--- src/rtl/mem_arbiter.sv ---
// Arbitrates icache and dcache word requests onto a single-port RAM.
// dcache has priority; a saturating starvation counter lets icache in at a word boundary.
module mem_arbiter #(
    parameter int unsigned ADDR_W     = 32,
    parameter int unsigned DATA_W     = 32,
    parameter int unsigned STARVE_MAX = 8
) (
    input  logic              CLK,
    input  logic              RST,
    input  logic              dREN,
    input  logic              dWEN,
    input  logic [ADDR_W-1:0] daddr,
    input  logic [DATA_W-1:0] dstore,
    output logic              dwait,
    output logic [DATA_W-1:0] dload,
    input  logic              iREN,
    input  logic [ADDR_W-1:0] iaddr,
    output logic              iwait,
    output logic [DATA_W-1:0] iload,
    output logic              ram_ren,
    output logic              ram_wen,
    output logic [ADDR_W-1:0] ram_addr,
    output logic [DATA_W-1:0] ram_store,
    input  logic [DATA_W-1:0] ram_load,
    input  logic              ram_ready
);

    localparam int unsigned CntW = $clog2(STARVE_MAX + 1);
    localparam logic [CntW-1:0] CntMax = CntW'(STARVE_MAX);

    typedef enum logic [1:0] {StIdle, StDAcc, StIAcc} state_e;

    state_e          state_q, state_d;
    logic [CntW-1:0] starve_q, starve_d;

    logic d_req;
    assign d_req = dREN | dWEN;

    assign dload = ram_load;
    assign iload = ram_load;

    always_comb begin
        state_d   = state_q;
        ram_ren   = 1'b0;
        ram_wen   = 1'b0;
        ram_addr  = '0;
        ram_store = '0;
        dwait     = 1'b1;
        iwait     = 1'b1;
        unique case (state_q)
            StIdle: begin
                if (d_req) begin
                    state_d = StDAcc;
                end else if (iREN) begin
                    state_d = StIAcc;
                end
            end
            StDAcc: begin
                if (!d_req) begin
                    state_d = StIdle;
                end else begin
                    ram_ren   = dREN & ~dWEN;
                    ram_wen   = dWEN;
                    ram_addr  = daddr;
                    ram_store = dstore;
                    dwait     = ~ram_ready;
                    // Only a word boundary may hand the RAM to a starved icache.
                    if (ram_ready && iREN && (starve_q >= CntMax)) begin
                        state_d = StIAcc;
                    end
                end
            end
            StIAcc: begin
                if (!iREN) begin
                    state_d = StIdle;
                end else begin
                    ram_ren  = 1'b1;
                    ram_addr = iaddr;
                    iwait    = ~ram_ready;
                    if (ram_ready && d_req) begin
                        state_d = StDAcc;
                    end
                end
            end
            default: state_d = StIdle;
        endcase
    end

    always_comb begin
        starve_d = starve_q;
        if (!iREN) begin
            starve_d = '0;
        end else if (state_q == StIAcc) begin
            if (ram_ready) begin
                starve_d = '0;
            end
        end else if (starve_q < CntMax) begin
            starve_d = starve_q + 1'b1;
        end
    end

    always_ff @(posedge CLK) begin
        if (RST) begin
            state_q  <= StIdle;
            starve_q <= '0;
        end else begin
            state_q  <= state_d;
            starve_q <= starve_d;
        end
    end

endmodule

--- config.mk ---
export PLATFORM = sky130hd
export DESIGN_NAME = mem_arbiter
export DESIGN_NICKNAME = d
export VERILOG_FILES = /design/src/rtl/mem_arbiter.sv
export SDC_FILE = /design/constraint.sdc
export NUM_CORES = 1
export LEC_CHECK = 0
export CORE_AREA = 5 5 100 102
export DETAILED_ROUTE_END_ITERATION = 8
export DIE_AREA = 0 0 105 107
export HOLD_SLACK_MARGIN = 0.06
export PLACE_DENSITY = 0.7
export SLEW_MARGIN = 30
export SYNTH_ARGS = -nofsm -noshare
export SYNTH_HDL_FRONTEND = slang
export SYNTH_SLANG_ARGS = --single-unit
export TNS_END_PERCENT = 5
--- constraint.sdc ---
create_clock -name CLK -period 5.35 [get_ports CLK]
set_clock_uncertainty 0.1 [all_clocks]
set_input_delay 0.8025 -clock CLK [delete_from_list [all_inputs] [get_ports CLK]]
set_output_delay 0.8025 -clock CLK [all_outputs]
set_load 0.01 [all_outputs]
==> results by group <==
Placed design
  • # port buffers: 169
  • GPL Wtd Cong: 0.7244
  • Post-detail-place hpwl: 5734 um

CTS
  • Clk root buf: clkbuf_8
  • Clk_lat worst skew: 0.22 ns
  • Post-cts resize count: 0
  • Hold-fix buffers at CTS: 0
  • CTS Sinks: 6
  • H-tree levels: 1
  • Setup bufs post-CTS: 0
  • TritonCTS clock tree: built
  • Worst-case clock buffer depth: 2
  • Cts bufs inserted: 3
  • Clock slew at reported path FFs: 0.04 ns

STA
  • Tcrit/Tclk final: 75.78%
  • Final hold slack: 0.4438 ns
  • Worst Tran Pin Value: 0.6587 ns
  • Final hold violation count: 0
  • Pins Over Slew Limit: 0
  • # setup viols final: 0
  • Slew HR: 56.09%
  • Setup total negative slack: 0 ns
  • Tmin final: 4.054 ns
  • RSZ-0062 raised after global routing: no
  • Max Freq: 246.7 MHz

Yosys
  • #FFs+latches synth: 6
  • Mean Syn Cell Area: 7.201 um2
  • Synthesized cell area: 1649 um2
  • Syn Nets: 369
  • Synth Warn #: 0
  • Register area share after synthesis: 7.284%
  • Synth cell types: 24
  • Cells after Synth: 229

Routing
  • Drt wl/cell: 15.91 um
  • DR pass1 iterations: 4
  • Routed wire length: 6937 um
  • Vias: 1848
  • DRT iter0 DRCs: 83
  • Remaining DRCs: 0
  • Routed Antenna Nets: 0
  • Via density: 4.239

Power and ir drop
  • Comb pwr share: 83.1%
  • Switching share of power: 40.14%
  • Cell Pwr Density: 257.4 nW/um2
  • Sw power: 308.7 uW
  • Leak: 1.000 nW
  • Worst vdd ir: 126.5 uV
  • Register share of total power: 7.9%
  • Int Pwr: 460.4 uW
  • Clock share of power: 8.9%

Layout
  • Final #Nets: 467
  • Share of cells above drive strength 1: 3.077%
  • Final core occ: 33.12%
  • Filler cell count: 984
  • Diode count: 0
  • Synth-to-Final Area Change: 81.18%
  • Area of the multi-input gates: 962.2 um2
  • Storage cell area: 120.1 um2

Worst setup path
  • Flop2flop setup slack: 2.86 ns
  • CP max FO: 22
  • Termination of the worst setup path: ram_addr[13]
  • CP startpoint kind: input pin
  • Setup Crit Path Kind: input pin to output pin
  • RR Startpoint: state_q[0]
  • Setup crit start: iREN
  • R2r endpoint: state_q[1]
  • Worst path required time: 4.45 ns
  • Crit end category: output pin
  • CP arrival: 3.15 ns
  • R2R cell count: 7

Global routing
  • Grt ovf: 0
  • Total GRT Usage: 11.21%
  • First-pass GRT wire length: 10280 um
  • Initial antenna violation count: 0
  • Largest net degree at the start of global routing: 67
  • Vias in the first global route: 1916

Run
  • Max Cap Violations: 0

Floorplan
  • Die Span X: 105 um
  • Die area: 11240 um2
  • Die height: 107 um
  • Core area: 9021 um2
  • Initial Utilization: 18.28%
  • # rows: 35
  • Total I/O pin count: 266

Status
  • Status: complete, no violations

Hold path
  • Hold crit path type: register to register
  • Hold_sp: starve_q[2]
## worst max-delay path, stage by stage
cell             delay [ns]
clkdlybuf4s50_1        0.52
and2_1                 0.57
buf_4                  0.41
a22oi_1                0.13
nor2b_1                0.15
clkdlybuf4s50_1        0.55
## state kept, by name (all words and copies together), names as in the netlist
| signal | flops |
|---|---|
| state_q | 2 |
| starve_q | 4 |
## cell usage after synthesis (all sizes together)
master / n / share of area (%)
mux2: 1 / 0.91
nor3: 2 / 0.61
buf: 73 / 33
clkbuf: 5 / 1.1
o21a: 2 / 0.91
dfxtp: 6 / 7.3
a21oi: 2 / 0.61
and2: 34 / 13
a221oi: 1 / 0.53
inv: 5 / 1.1
ha: 6 / 4.6
mux2i: 1 / 0.61
nor2: 9 / 2.0
nand4b: 1 / 0.53
a22oi: 35 / 17
or2b: 1 / 0.46
o21ai: 5 / 1.7
nand2b: 2 / 0.76
nand2: 4 / 0.91
nor2b: 34 / 13
## stage by stage
step | area, um2 | power, mW | cells | worst slack (ns)
3_3_place_gp | 2938 | 0.6989 | 433 | 1.108
5_1_grt | 2988 | 0.8305 | 436 | 1.108
6_report | 2988 | 0.7691 | 436 | 1.296
2_1_floorplan | 1649 | 0.4496 | 229 | 2.839
4_1_cts | 2985 | 0.7877 | 436 | 1.240
3_5_place_dp | 2944 | 0.7139 | 433 | 1.243
## worst min path at each step
| stage | end | slack [ns] | depth (start not counted) |
|---|---|---|---|
| final | starve_q[3] | 0.44 | 2 |
| after global routing | state_q[0] | 0.46 | 2 |
| after CTS | starve_q[3] | 0.44 | 2 |
| after detailed placement | state_q[0] | 0.43 | 2 |
| after global placement | state_q[0] | 0.40 | 2 |
| after floorplan | state_q[0] | 0.39 | 2 |
## layout by cell type, fill, tap and decap left out
cell	Yosys	routed
clkdlybuf4s50_1	0	169
and2_1	34	34
a22oi_1	34	34
nor2b_1	34	34
nor2_1	9	9
dfxtp_1	6	6
inv_1	5	5
ha_1	6	5
nand2_1	4	4
o21ai_0	4	4
clkbuf_8	0	3
nand2b_1	2	2
nor3_1	2	2
a21oi_1	2	2
buf_4	67	2
o21a_4	0	1
o21a_1	2	1
or2b_1	1	1
a22oi_4	1	1
o21ai_2	1	1
mux2i_1	1	1
mux2_4	1	1
nand4b_1	1	1
a221oi_1	1	1
ha_2	0	1
## power groups by stage
| stage | Sequential [mW] | Clock, mW | Combinational [mW] |
|---|---|---|---|
| floorplan | 0.0594 | 0 | 0.390 |
| finish | 0.0611 | 0.0686 | 0.639 |
| CTS | 0.0609 | 0.0702 | 0.657 |
| global route | 0.0619 | 0.0734 | 0.695 |
| detailed placement | 0.0613 | 0 | 0.653 |
| global placement | 0.0604 | 0 | 0.638 |
## per-layer routing
layer,global-route usage (%),vias to the layer above,routed length (um)
li1,-,887,-
met1,10.67,820,2340
met2,21.76,112,3684
met3,4.335,29,731
met4,3.744,0,181
met5,0,-,0
## kinds of logic after synthesis
| group | Yosys count | share of synthesized area [%] |
|---|---|---|
| flops | 6 | 7.284 |
| simple gates | 87 | 31.11 |
| buf+inv | 83 | 34.98 |
| mux | 2 | 1.517 |
| fa+ha+maj | 6 | 4.552 |
| compound gates | 45 | 20.56 |
## cell type report
class                           instances  share of cell area [%]
Multi-Input combinational cell        140                   32.20
Timing Repair Buffer                  171                   57.12
Inverter                                5                  0.6281
Tap cell                              111                   4.648
Clock buffer                            3                   1.382
Sequential cell                         6                   4.020
Power figures use the tool's default switching activity.
